File: src/rtl/valid_ready_stack.sv
// LIFO stack with valid/ready on both sides, fill-level and almost flags, flush and push+pop replace.
// Define VALID_READY_STACK_OVERWRITE_EN to turn it into a bounded history that drops the oldest entry when full.
module valid_ready_stack #(
  parameter int WIDTH              = 8,
  parameter int DEPTH              = 4,
  parameter int ALMOST_FULL_LEVEL  = DEPTH - 1,
  parameter int ALMOST_EMPTY_LEVEL = 1
) (
  input  logic                       clock,
  input  logic                       resetn,
  input  logic                       flush,
  output logic                       full,
  output logic                       empty,
  output logic                       almost_full,
  output logic                       almost_empty,
  output logic [$clog2(DEPTH+1)-1:0] level,
  output logic                       dropped,
  input  logic [WIDTH-1:0]           write_data,
  input  logic                       write_valid,
  output logic                       write_ready,
  output logic [WIDTH-1:0]           read_data,
  output logic                       read_valid,
  input  logic                       read_ready
);

  localparam int LVL_W = $clog2(DEPTH + 1);
  localparam int PTR_W = (DEPTH > 1) ? $clog2(DEPTH) : 1;
  localparam logic [PTR_W-1:0] TOP_MAX  = PTR_W'(DEPTH - 1);
  localparam logic [LVL_W-1:0] LVL_MAX  = LVL_W'(DEPTH);
  localparam logic [31:0]      AF_LEVEL = ALMOST_FULL_LEVEL;
  localparam logic [31:0]      AE_LEVEL = ALMOST_EMPTY_LEVEL;

  logic [WIDTH-1:0] mem [DEPTH];
  logic [PTR_W-1:0] top;
  logic [PTR_W-1:0] top_inc;
  logic [PTR_W-1:0] top_dec;
  logic [PTR_W-1:0] wr_idx;
  logic [31:0]      level_ext;
  logic             push;
  logic             pop;

  // Explicit compare-and-wrap so DEPTH need not be a power of two.
  function automatic logic [PTR_W-1:0] ptr_inc(input logic [PTR_W-1:0] p);
    return (p == TOP_MAX) ? '0 : p + PTR_W'(1);
  endfunction

  function automatic logic [PTR_W-1:0] ptr_dec(input logic [PTR_W-1:0] p);
    return (p == '0) ? TOP_MAX : p - PTR_W'(1);
  endfunction

  assign top_inc   = ptr_inc(top);
  assign top_dec   = ptr_dec(top);
  assign level_ext = 32'(level);

  assign full         = (level == LVL_MAX);
  assign empty        = (level == '0);
  assign almost_full  = (level_ext >= AF_LEVEL);
  assign almost_empty = (level_ext <= AE_LEVEL);

  assign read_valid = ~empty;
  assign read_data  = mem[top];

`ifdef VALID_READY_STACK_OVERWRITE_EN
  assign write_ready = 1'b1;
`else
  assign write_ready = ~full;
`endif

  assign push = write_valid & write_ready;
  assign pop  = read_valid & read_ready;

  // Control state: top pointer and fill level
  always_ff @(posedge clock or negedge resetn) begin
    if (!resetn) begin
      top   <= '0;
      level <= '0;
    end else if (flush) begin
      top   <= '0;
      level <= '0;
    end else if (push && !pop) begin
      top <= top_inc;
      // A push while full only happens in overwrite mode; level saturates at DEPTH.
      if (!full) level <= level + LVL_W'(1);
    end else if (pop && !push) begin
      top   <= top_dec;
      level <= level - LVL_W'(1);
    end
  end

`ifdef VALID_READY_STACK_OVERWRITE_EN
  always_ff @(posedge clock or negedge resetn) begin
    if (!resetn) dropped <= 1'b0;
    else         dropped <= ~flush & push & ~pop & full;
  end
`else
  assign dropped = 1'b0;
`endif

  // Storage: push+pop replaces the top in place, plain push writes the slot above it
  assign wr_idx = pop ? top : top_inc;

  always_ff @(posedge clock) begin
    if (push && !flush) mem[wr_idx] <= write_data;
  end

endmodule

File: config.mk
export PLATFORM = sky130hd
export DESIGN_NAME = valid_ready_stack
export DESIGN_NICKNAME = d
export VERILOG_FILES = /design/src/rtl/valid_ready_stack.sv
export SDC_FILE = /design/constraint.sdc
export NUM_CORES = 1
export LEC_CHECK = 0
export ABC_AREA = 1
export BUFFER_PORTS_ARGS = -buffer_cell sky130_fd_sc_hd__buf_2
export CAP_MARGIN = 5
export CORE_MARGIN = 5
export CORE_UTILIZATION = 40
export CTS_BUF_LIST = sky130_fd_sc_hd__clkbuf_16
export DETAILED_ROUTE_END_ITERATION = 6
export GPL_ROUTABILITY_DRIVEN = 0
export HOLD_SLACK_MARGIN = 0.15
export PLACE_DENSITY = 0.57
export SKIP_LAST_GASP = 1
export SLEW_MARGIN = 25
export SYNTH_ARGS = -nofsm -noshare
export SYNTH_HDL_FRONTEND = slang
export SYNTH_SLANG_ARGS = --single-unit
File: constraint.sdc
create_clock -name clock -period 2.7 [get_ports clock]
set_input_delay 0.405 -clock clock [delete_from_list [all_inputs] [get_ports clock]]
set_output_delay 0.405 -clock clock [all_outputs]
set_load 0.005 [all_outputs]
[After elaboration in Yosys (flattened, before gate mapping)]
Memories as Yosys holds them, arrays and structs flattened.
Cells that the tools add are included.
Operators by class
  equality and inequality tests: 3
  bitwise operators: 4
  div/mod/pow operators: 0
  reduce and logical (&&, ||, !) cells: 10
  multiply operators: 0
  $lt $le $gt $ge: 2
  mux-type cells: 12
  shifts and indexed selects: 0
  $add $sub $neg: 4
Operators by type and width (number)
  2-bit 2-to-1 mux: 6
  3-bit 2-to-1 mux: 4
  3-bit by 1-bit adder with 3-bit output, second input constant: 1
  3-bit == test, second input constant: 1
  3-bit by 2-bit >= comparator with 1-bit output, second input constant: 1
  3-bit by 1-bit <= comparator with 1-bit output, second input constant: 1
  1-bit logical AND: 3
  1-bit zero test: 3
  3-bit zero test: 1
  3-bit != test, second input constant: 1
  3-bit nonzero test: 1
  3-bit by 1-bit subtractor with 3-bit output, second input constant: 1
  2-bit by 1-bit adder with 2-bit output, second input constant: 1
  1-bit bitwise AND: 2
  2-bit == test, second input constant: 1
  2-bit zero test: 1
  1-bit 2-to-1 mux: 2
  1-bit NOT: 2
  2-bit AND reduction: 1
  2-bit by 1-bit subtractor with 2-bit output, second input constant: 1
Word-level totals
  latch bits: 0
  input bits: 13
  output and inout bits: 18
  memories: 1
  bits in writable memories: 32
  register bits after elaboration: 5
  logic and storage cells: 38
  bits in read-only memories: 0
Memories
  mem: words 4, width 8, rd ports 1, clocked after memory_dff 0, wr ports 1, line 33  | logic [WIDTH-1:0] mem [DEPTH];

[Longest topological paths before layout]
Gate-level depths: netlist of run 1.
  depth in word-level cells: 8
  mapped depth: 10
  depth with buffers taken out: 10

[Least setup slack after synthesis of run 1]
Ideal clock, no wire load.
  path kind: reg2reg
  start point: register top[0]
  end point: memory mem[1][0], enable pin
  period minus slack after synthesis: 2241 ps
  data required time: 2317 ps
  setup time: 383 ps
  path buffers: 2
  slack: 459 ps
  data arrival time: 1857 ps
  stages on the path, launching flop included: 8
  cell sequence: dfrtp_1 -> buf_2 -> inv_2 -> buf_2 -> ha_1 -> nand2_2 -> o21ai_2 -> nor3_1
Between the ends
  longest elaborated chain between the ends: 3
  elaborated cells between the ends (all ways): 4
  those cells by class: add/sub: 1; eq/ne: 1; mux: 2
Ends and longest elaborated chain
  start: declaration: line 34  | logic [PTR_W-1:0] top;
  start signal: assignment: line 81  | top <= top_inc;
  start signal: assignment: line 85  | top <= top_dec;
  2-bit by 1-bit adder with 2-bit output / 2-bit == test (equally long branches): line 44  | return (p == TOP_MAX) ? '0 : p + PTR_W'(1);
  2-bit 2-to-1 mux: line 44
  2-bit 2-to-1 mux *: line 100  | assign wr_idx = pop ? top : top_inc;
  end: declaration: line 33
Mark *: on every way between the ends. The rest lies on a longest branch, timed or not.

[Final worst setup path of run 1]
  start point: register top[0]
  end point: memory mem[2][5], enable pin
The elaborated chain is that of the path after synthesis.

==> results of run 1 <==
-- worst max-delay path: stages, from the launching register on --
cell	delay, ps
dfrtp_1	700
inv_2	250
ha_1	390
nand2_2	70
o21ai_2	90
nand3_2	100
nor2_1	110
buf_4	180
-- cell families (layout without fill, tap and decap cells) --
family          after synthesis  count (layout)  synth area share, %
simple gates                 54              54                 16.2
flops                        37              37                 61.5
compound gates               33              33                 11.6
buf+inv                      19              55                 5.03
fa+ha+maj                     7               7                 4.96
other cells                   1               1                0.212
xor+xnor                      1               1                0.496
-- registers in the layout (all words and copies together), names as in the netlist --
signal,count
mem,32
top,2
level,3
-- stage by stage --
step	utilization [%]	area, sq um	hold WS [ps]	instances	worst slack, ps
floorplan	-	1770	109	152	459
global placement	45.5	1970	223	231	604
detailed placement	45.5	1970	223	231	541
CTS	49.0	2120	369	240	519
global route	49.0	2120	370	240	340
finish	49.0	2120	367	240	509
-- final timing paths --
kind | endpoint | slack (ps) | cells after the start
max | mem[2][5]$_DFFE_PP_ | 510 | 7
max in group asynchronous | level[0]$_DFFE_PN0P_ | 2110 | 2
min reg2reg | level[0]$_DFFE_PN0P_ | 620 | 2
min | mem[3][2]$_DFFE_PP_ | 370 | 1
min in group asynchronous | level[2]$_DFFE_PN0P_ | 470 | 2
max reg2reg | mem[2][5]$_DFFE_PP_ | 510 | 7
-- layout by cell type (no fill, tap or decap), drive strengths merged, types with 3 or more instances in the layout --
| cell type | count |
|---|---|
| buf | 33 |
| edfxtp | 32 |
| o21ai | 21 |
| nand2 | 21 |
| nor2 | 20 |
| inv | 14 |
| o22ai | 8 |
| ha | 7 |
| nand3 | 6 |
| clkbuf | 5 |
| dfrtp | 5 |
| a21oi | 4 |
| nand4 | 3 |
-- where the power goes --
| group | internal, mW | switching, mW |
|---|---|---|
| registers | 0.738 | 0.107 |
| clock network | 0.334 | 0.202 |
| logic | 0.375 | 0.571 |
-- synth_stat cells --
cell | number | area (sq um)
or2_2 | 2 | 12.5
o22ai_1 | 8 | 50.1
nand3_1 | 4 | 20.0
a21oi_1 | 2 | 10.0
buf_6 | 1 | 11.3
nand2_8 | 1 | 20.0
clkbuf_1 | 1 | 3.75
xnor2_1 | 1 | 8.76
edfxtp_1 | 32 | 961
buf_4 | 1 | 7.51
nand4_1 | 3 | 18.8
inv_2 | 1 | 3.75
inv_4 | 1 | 6.26
conb_1 | 1 | 3.75
nand2_1 | 15 | 56.3
nand2_4 | 2 | 22.5
nor2_1 | 20 | 75.1
o21ai_2 | 2 | 17.5
nor3_1 | 1 | 5.00
o21ai_0 | 16 | 80.1
inv_1 | 11 | 41.3
nand2_2 | 3 | 18.8
nor3_2 | 1 | 10.0
nand3_2 | 1 | 10.0
a21oi_4 | 2 | 32.5
ha_1 | 7 | 87.6
buf_2 | 3 | 15.0
dfrtp_1 | 5 | 125
nand3_4 | 1 | 17.5
o21ai_1 | 3 | 15.0
-- timing repair --
item                                   CTS  global route
hold buffers                             1             0
endpoints found under the hold margin    5             0
setup buffers                            0             0
-- cell type report --
type,count,area (sq um)
fillers,387,2210
flip-flops and latches,37,1090
well taps,52,65.1
inverters,13,51.3
clock inverters,3,13.8
repair buffers,34,185
clock buffers,5,125
multi-input cells,96,592
-- routing by layer --
layer,vias to the layer above,routed length (um)
met4,0,92
met2,44,2060
met5,-,0
met3,9,228
li1,602,-
met1,605,1520
==> impl_metrics.json, run 1 <==
{
  "globalRoute.totalOverflow": 0,
  "min_path_type": "in -> reg",
  "worstSetupStartpoint": "top[0]$_DFFE_PN0P_",
  "global_route.usage.met2_pct": 23.8,
  "critical_path_class": "reg -> reg",
  "grt_setup_unrepaired": "false",
  "antennaDiodeCount": 0,
  "cts.htree.levels": 2,
  "antenna_violations_before_repair": 0,
  "max_cap_violations": 0,
  "wire_length_per_cell_um": 16.3,
  "syn_avg_cell_area_sq_um": 11.6,
  "detail_route.iter0.violations": 54,
  "first_pass_iters": 7,
  "cellPowerDensity_mw_per_mm2": 1100,
  "grt.total_usage_pct": 13.9,
  "netlist_instances": 152,
  "largest_net_degree_at_the_start_of_global_routing": 22,
  "worst_setup_hold_path_clk_slew_ps": 50,
  "num_vias": 1260,
  "first_global_vias": 1254,
  "timing.hold.worst.start": "write_data[2]",
  "dpl.hpwl_mm": 2.99,
  "cts_tree": "yes",
  "area_growth_syn_to_layout_pct": 19.9,
  "number_of_synthesized_register_bits": 37,
  "initial_utilization_pct": 40.9,
  "timing.fmax_ghz": 0.457,
  "max_slew.worst_pin.slew_ps": 572,
  "buffer_ports.inserted": 29,
  "cts_resized": 0,
  "drv_slew": 0,
  "final_net_count": 207,
  "fin_tns_setup_ps": 0,
  "net_count_after_synthesis": 172,
  "endpoint_kind": "flip-flop",
  "critPathLaunchType": "flip-flop",
  "clock_insertion_delay_worst_skew_ps": 280,
  "finalClockSkew_ps": 2.89,
  "cell_area_after_synthesis_sq_mm": 0.00177,
  "timing.critical_path.fanout_max": 21,
  "max_root_sink_buffers": 2,
  "via_per_inst": 5.25,
  "routed_wl_mm": 3.90,
  "core_area_sq_mm": 0.00432,
  "worst-endpoint-required_ps": 2690,
  "outcome": "complete, no violations",
  "antenna_left": 0,
  "fin_total_pwr_mw": 2.33,
  "remaining_drc_errors": 0,
  "worstReg2RegStart": "top[0]$_DFFE_PN0P_",
  "p_leak_nw": 0.874,
  "die_width_um": 76.5,
  "synth_cell_types": 30,
  "signal_arrival_time_at_the_worst_endpoint_ps": 2180,
  "placement_rows": 24,
  "vdd_drop_max_uv": 558,
  "timing.max_slew.rel_slack_pct": 61.8,
  "grt_first_pass_wirelength_mm": 6.22,
  "final_period_utilization_pct": 81.1,
  "drive_gt1_share_pct": 30.3,
  "yosys_warnings": 0,
  "gr-usage-met1_pct": 15.5,
  "globalRoute.busiestLayer": "met2",
  "setup_viol": 0,
  "design.portCount": 31,
  "clock-sinks": 37,
  "fp.dieH_um": 76.5,
  "root_buffer": "clkbuf_16",
  "seq_area_frac_synth_pct": 61.5,
  "cts_made_buffers": 5,
  "final_period_minus_worst_setup_slack_ps": 2190,
  "hold_viol": 0,
  "design.die.area_sq_mm": 0.00585,
  "grt.met3_usage_pct": 4.26
}
(Power assumes the default switching activity.)
==> run 2, diff against run 1 <==
--- a/config.mk
+++ b/config.mk
@@ -14,7 +14,7 @@
 export DETAILED_ROUTE_END_ITERATION = 6
 export GPL_ROUTABILITY_DRIVEN = 0
 export HOLD_SLACK_MARGIN = 0.15
-export PLACE_DENSITY = 0.57
+export PLACE_DENSITY = 0.6
 export SKIP_LAST_GASP = 1
 export SLEW_MARGIN = 25
 export SYNTH_ARGS = -nofsm -noshare
==> constraint.sdc (replaced) <==
create_clock -name clock -period 1.81 [get_ports clock]
set_input_delay 0.2715 -clock clock [delete_from_list [all_inputs] [get_ports clock]]
set_output_delay 0.2715 -clock clock [all_outputs]
set_load 0.005 [all_outputs]
==> run 2 against run 1 <==
  * Sequential power up 41%
  * Utilization up 5.9 points
  * Wire length down 2.7%
  * Clock power up 43%
  * Global-route usage down 0.64 points
  * Critical path depth up 2
  * Register-to-register slack worse by 450 ps
  * Non-clock buffer count up 16
  * Die area unchanged
  * Worst hold slack worse by 150 ps
  * Largest power group unchanged
  * Highest routed layer unchanged
==> impl_metrics.json, run 2 (synthesized netlist as in run 1, its figures left out) <==
{
  "outcome": "complete, no violations",
  "regMostFlops": "mem",
  "min_path_type": "in -> reg",
  "detailroute.wirelength.met3_um": 168,
  "hold_viol": 0,
  "critical_path_class": "reg -> reg",
  "final_cells": 256,
  "min_delay_worst_endpoint": "mem[3][7]$_DFFE_PP_",
  "cp_top_family": "simple AND/OR/NAND/NOR gates",
  "final_period_minus_worst_setup_slack_ps": 1750,
  "critPathLaunchType": "flip-flop",
  "worstHoldPathCells": 1,
  "routedLengthMet1_mm": 1.69,
  "timing.hold.worst.start": "write_data[7]",
  "antennaDiodeCount": 0,
  "clock-sinks": 37,
  "layout.cells.most_common_list": "32 x edfxtp_1, 29 x buf_2, 18 x nor2_1",
  "grt_first_pass_wirelength_mm": 6.18,
  "timing.critical_path.fanout_max": 8,
  "final_period_utilization_pct": 96.5,
  "mostFrequentLayoutCell": "edfxtp_1",
  "initial_utilization_pct": 40.9,
  "count_of_buffer_and_inverter_cells_on_the_critical_path": 3,
  "worst_path_depth": 9,
  "design.portCount": 31,
  "max_root_sink_buffers": 2,
  "globalRoute.totalOverflow": 0,
  "num_vias": 1288,
  "worst_setup_hold_path_clk_slew_ps": 50,
  "worstReg2RegStart": "level[1]$_DFFE_PN0P_",
  "first_global_vias": 1317,
  "vdd_drop_max_uv": 866,
  "fin_hold_ws_ps": 217,
  "placement_rows": 24,
  "first_pass_iters": 4,
  "dpl.hpwl_mm": 2.82,
  "die_width_um": 76.5,
  "buffer_ports.inserted": 29,
  "area_growth_syn_to_layout_pct": 34.3,
  "finalClockSkew_ps": 5.45,
  "antenna_left": 0,
  "antenna_violations_before_repair": 0,
  "timing.fmax_ghz": 0.572,
  "setup_viol": 0,
  "cts.htree.levels": 2,
  "remaining_drc_errors": 0,
  "fin_total_pwr_mw": 4.07,
  "root_buffer": "clkbuf_16",
  "fin_tns_setup_ps": 0,
  "fp.dieH_um": 76.5,
  "post-route-util_pct": 54.9,
  "top_regs": "mem x32, level x3, top x2",
  "max_ffs_per_register": 32,
  "drv_slew": 0,
  "signal_arrival_time_at_the_worst_endpoint_ps": 1730,
  "fillers": 383,
  "top_layer": "met4",
  "design.die.area_sq_mm": 0.00585,
  "grt_setup_unrepaired": "true",
  "wire_length_per_cell_um": 14.8,
  "number_of_cells_on_the_worst_reg_to_reg_path": 9,
  "max_cap_violations": 0,
  "max_stage_delay_ps": 400,
  "core_area_sq_mm": 0.00432,
  "via_per_inst": 5.03,
  "cts_made_buffers": 5,
  "critical_path.slowest_cell": "dfrtp_1",
  "grt.total_usage_pct": 13.3,
  "rrSetupSlack_ps": 60,
  "routed_wl_mm": 3.79,
  "worst-endpoint-required_ps": 1800,
  "dpl.cell_count": 243,
  "detail_route.iter0.violations": 53,
  "cellPowerDensity_mw_per_mm2": 1720,
  "worstPathCellList": "inv_2 > ha_4 > nand2_8 > nand2_8 > nand2_2 > o21ai_4 > inv_2 > nor3_4 > buf_12",
  "p_leak_nw": 0.974,
  "drive_gt1_share_pct": 40.2,
  "crit-reg2reg-capture": "mem[0][7]$_DFFE_PP_",
  "endpoint_kind": "flip-flop",
  "final_net_count": 223,
  "cts_tree": "yes",
  "clock_insertion_delay_worst_skew_ps": 270,
  "met2_wirelength_mm": 1.86,
  "largest_net_degree_at_the_start_of_global_routing": 18
}
-- run 2: cell count changes in the layout (fill, tap and decap cells not counted), sizes merged --
| cell | delta |
|---|---|
| buf | +16 |
| clkinv | -2 |
| inv | +2 |
-- run 2: timing repair --
| item | in CTS | in global routing |
|---|---|---|
| hold buffers | 1 | 0 |
| resized for setup | 0 | 4 |
| setup buffers | 0 | 4 |
| setup endpoints to repair | 8 | 36 |
| pin swaps | 2 | 3 |
| hold endpoints to repair | 5 | 0 |
-- run 2: worst max path at each step --
stage                               end                  from  slack, ps
finish              mem[0][7]$_DFFE_PP_  level[1]$_DFFE_PN0P_         60
global route               read_data[2]    top[0]$_DFFE_PN0P_        -10
CTS                 mem[0][7]$_DFFE_PP_  level[1]$_DFFE_PN0P_          3
detailed placement  mem[0][7]$_DFFE_PP_  level[1]$_DFFE_PN0P_          4
global placement    mem[0][4]$_DFFE_PP_  level[1]$_DFFE_PN0P_         40
floorplan           mem[0][0]$_DFFE_PP_  level[0]$_DFFE_PN0P_        -30
-- run 2: power breakdown --
group / leakage, nW / switching, mW / internal (mW)
clock: 0.0776 / 0.276 / 0.493
sequential: 0.355 / 0.0822 / 1.10
combinational: 0.542 / 1.16 / 0.958
total: 0.974 / 1.52 / 2.56
-- run 2: through the flow --
| step | worst slack (ps) | cell area, sq um |
|---|---|---|
| after floorplan | -35.0 | 1870 |
| after global placement | 40.8 | 2190 |
| after detailed placement | 4.04 | 2190 |
| after CTS | 2.76 | 2330 |
| after global routing | -13.0 | 2370 |
| final | 63.2 | 2370 |
-- run 2: cell type report --
cell class	count	area (sq um)	area share, %
Clock buffer	5	125	5.27
Clock inverter	3	11.3	0.474
Inverter	13	51.3	2.16
Multi-Input combinational cell	96	683	28.8
Sequential cell	37	1090	45.8
Tap cell	52	65.1	2.74
Timing Repair Buffer	50	350	14.8
-- run 2: metal layers --
layer  up-vias  global-route usage, %
met5         -                      0
met4         0                   5.77
met3         4                   3.66
met2        26                   21.9
met1       627                   16.1
li1        631                      -
==> run 3, diff against run 2 <==
--- a/config.mk
+++ b/config.mk
@@ -5,7 +5,6 @@
 export SDC_FILE = /design/constraint.sdc
 export NUM_CORES = 1
 export LEC_CHECK = 0
-export ABC_AREA = 1
 export BUFFER_PORTS_ARGS = -buffer_cell sky130_fd_sc_hd__buf_2
 export CAP_MARGIN = 5
 export CORE_MARGIN = 5
==> run 3 against run 2 <==
  * Clock power up 9.4%
  * Sequential share of layout area grew 2.0 points
  * Largest power group unchanged
  * Worst setup slack got worse by 9.2 ps
==> impl_metrics.json, run 3 <==
{
  "placement_rows": 24,
  "remaining_drc_errors": 0,
  "detail_route.iter0.violations": 64,
  "yosysTopAreaCellShare_pct": 54.7,
  "seq_area_frac_synth_pct": 61.8,
  "final_period_minus_worst_setup_slack_ps": 1760,
  "first_global_vias": 1136,
  "grt.total_usage_pct": 12.2,
  "endpoint_kind": "primary output",
  "vdd_drop_max_uv": 973,
  "min_path_type": "in -> reg",
  "timing.fmax_ghz": 0.569,
  "fin_hold_ws_ps": 202,
  "drv_slew": 0,
  "grt_first_pass_wirelength_mm": 5.60,
  "net_count_after_synthesis": 138,
  "yosys.area_share.adder_pct": 4.98,
  "asyncSetResetFlopFracSynth_pct": 13.5,
  "synthTopCellsByArea": "edfxtp_1 55%, mux4_2 10%, dfrtp_1 7.1%",
  "num_vias": 1127,
  "worstSetupStartpoint": "top[0]$_DFFE_PN0P_",
  "synth_commonest_cells": "32 x edfxtp_1, 8 x inv_1, 8 x mux4_2, 8 x nand2_1",
  "setup_viol": 0,
  "clock-sinks": 37,
  "netlist_instances": 118,
  "critPathLaunchType": "flip-flop",
  "via_per_inst": 5.17,
  "crit-reg2reg-capture": "mem[3][4]$_DFFE_PP_",
  "max_ffs_per_register": 32,
  "regMostFlops": "mem",
  "synth_edf_count": 32,
  "signal_arrival_time_at_the_worst_endpoint_ps": 1480,
  "cts_made_buffers": 5,
  "buffer_ports.inserted": 29,
  "synth.mux.area_fraction_pct": 12.4,
  "layout_setup_ws_ps": 53.9,
  "worst-endpoint-required_ps": 1540,
  "max_cap_violations": 0,
  "syn_avg_cell_area_sq_um": 14.9,
  "drive_gt1_share_pct": 48.2,
  "top_regs": "mem x32, level x3, top x2",
  "first_pass_iters": 4,
  "final_period_utilization_pct": 97.0,
  "core_area_sq_mm": 0.00429,
  "fp.dieH_um": 76.3,
  "cellPowerDensity_mw_per_mm2": 1470,
  "outcome": "complete, no violations",
  "timing.critical_path.fanout_max": 6,
  "yosys.area_share.xor_xnor_pct": 0.925,
  "dpl.hpwl_mm": 2.51,
  "synth_ff_type": "edfxtp_1",
  "postPlaceCellArea_sq_mm": 0.00208,
  "clock_insertion_delay_worst_skew_ps": 280,
  "final_net_count": 185,
  "critical_path.endpoint": "read_data[7]",
  "combinational_family_with_the_most_area_after_synthesis": "multiplexers",
  "synth_top_cell_by_area": "edfxtp_1",
  "globalRoute.totalOverflow": 0,
  "mostFrequentLayoutCell": "edfxtp_1",
  "fin_tns_setup_ps": 0,
  "design.portCount": 31,
  "critical_path_class": "reg -> out",
  "max_root_sink_buffers": 2,
  "cell_with_the_most_instances_after_synthesis": "edfxtp_1",
  "wire_length_per_cell_um": 15.7,
  "number_of_cells_on_the_worst_reg_to_reg_path": 5,
  "antenna_violations_before_repair": 0,
  "final_cell_area_sq_mm": 0.00227,
  "hold_viol": 0,
  "p_leak_nw": 0.885,
  "antenna_left": 0,
  "area_growth_syn_to_layout_pct": 29.3,
  "yosys_warnings": 0,
  "die_width_um": 76.3,
  "area_fraction_in_and_or_nand_and_nor_cells_after_synthesis_pct": 7.19,
  "worstReg2RegStart": "level[1]$_DFFE_PN0P_",
  "finalClockSkew_ps": 3.36,
  "rrSetupSlack_ps": 80,
  "layout.cells.most_common_list": "32 x edfxtp_1, 29 x buf_2, 14 x buf_4",
  "cts.htree.levels": 2,
  "worst_setup_hold_path_clk_slew_ps": 60,
  "number_of_synthesized_register_bits": 37,
  "cts_tree": "yes",
  "synth_cell_types": 31,
  "synth-compound-area-share_pct": 8.11,
  "routed_wl_mm": 3.42,
  "grt_setup_unrepaired": "true",
  "cell_area_after_synthesis_sq_mm": 0.00176,
  "antennaDiodeCount": 0,
  "root_buffer": "clkbuf_16",
  "design.die.area_sq_mm": 0.00582,
  "initial_utilization_pct": 40.9,
  "largest_net_degree_at_the_start_of_global_routing": 14,
  "placement.setup.worst_slack_ps": 33.9
}
==> run 3: per-layer routing <==
| layer | vias up | track usage [%] | share of wire (%) |
|---|---|---|---|
| met5 | - | 0 | 0 |
| met4 | 0 | 4.02 | 1.4 |
| met3 | 7 | 3.78 | 4.6 |
| met2 | 30 | 19.6 | 50 |
| met1 | 552 | 15.7 | 44 |
| li1 | 538 | - | - |
==> run 3: worst min-delay path by stage <==
| stage | start | endpoint | slack, ps | cells after the start |
|---|---|---|---|---|
| floorplan | resetn | level[0]$_DFFE_PN0P_ | -20 | 0 |
| global placement | resetn | level[2]$_DFFE_PN0P_ | 110 | 1 |
| detailed placement | resetn | level[2]$_DFFE_PN0P_ | 110 | 1 |
| CTS | write_valid | level[2]$_DFFE_PN0P_ | 200 | 2 |
| global route | write_data[4] | mem[1][4]$_DFFE_PP_ | 210 | 1 |
| finish | write_valid | level[2]$_DFFE_PN0P_ | 200 | 2 |
==> run 3: metrics by stage <==
| step | std cells | util [%] | power, mW |
|---|---|---|---|
| floorplan | 118 | - | 2.00 |
| global placement | 206 | 48.3 | 2.42 |
| detailed placement | 206 | 48.3 | 2.46 |
| CTS | 217 | 52.4 | 3.34 |
| global route | 218 | 52.9 | 3.54 |
| finish | 218 | 52.9 | 3.35 |
==> run 3: cell families after synthesis <==
logic type               Yosys count
multiplexers                      11
AO/OA/AOI/OAI                     21
buffers and inverters             14
XOR/XNOR                           1
flip-flops                        37
AND/OR/NAND/NOR                   26
adder cells (fa/ha/maj)            7
other                              1
==> run 3: timing repair <==
action,CTS,global route
hold endpoints to repair,5,0
setup endpoints to repair,5,33
gates resized for setup,1,5
cloned,0,0
pin swaps,0,1
setup buffers,2,1
hold buffers,1,0
==> run 3: layout make-up <==
type,instances,area (sq um)
fill,349,2020
sequential,37,1090
multi-input combinational,67,648
timing repair buffer,46,295
clock buffer,5,125
tap,52,65.1
inverter,8,30.0
clock inverter,3,21.3
==> run 3: report_power, final <==
part           internal (mW)  total, mW  switching (mW)
Clock                  0.511      0.841           0.330
Sequential              1.06       1.12          0.0548
Combinational          0.712       1.39           0.675
Total                   2.29       3.35            1.06
==> run 3: worst max-delay path: stages, from the launching register on <==
cell and delay (ps):
dfrtp_2 410, buf_8 140, mux4_2 510, buf_2 140
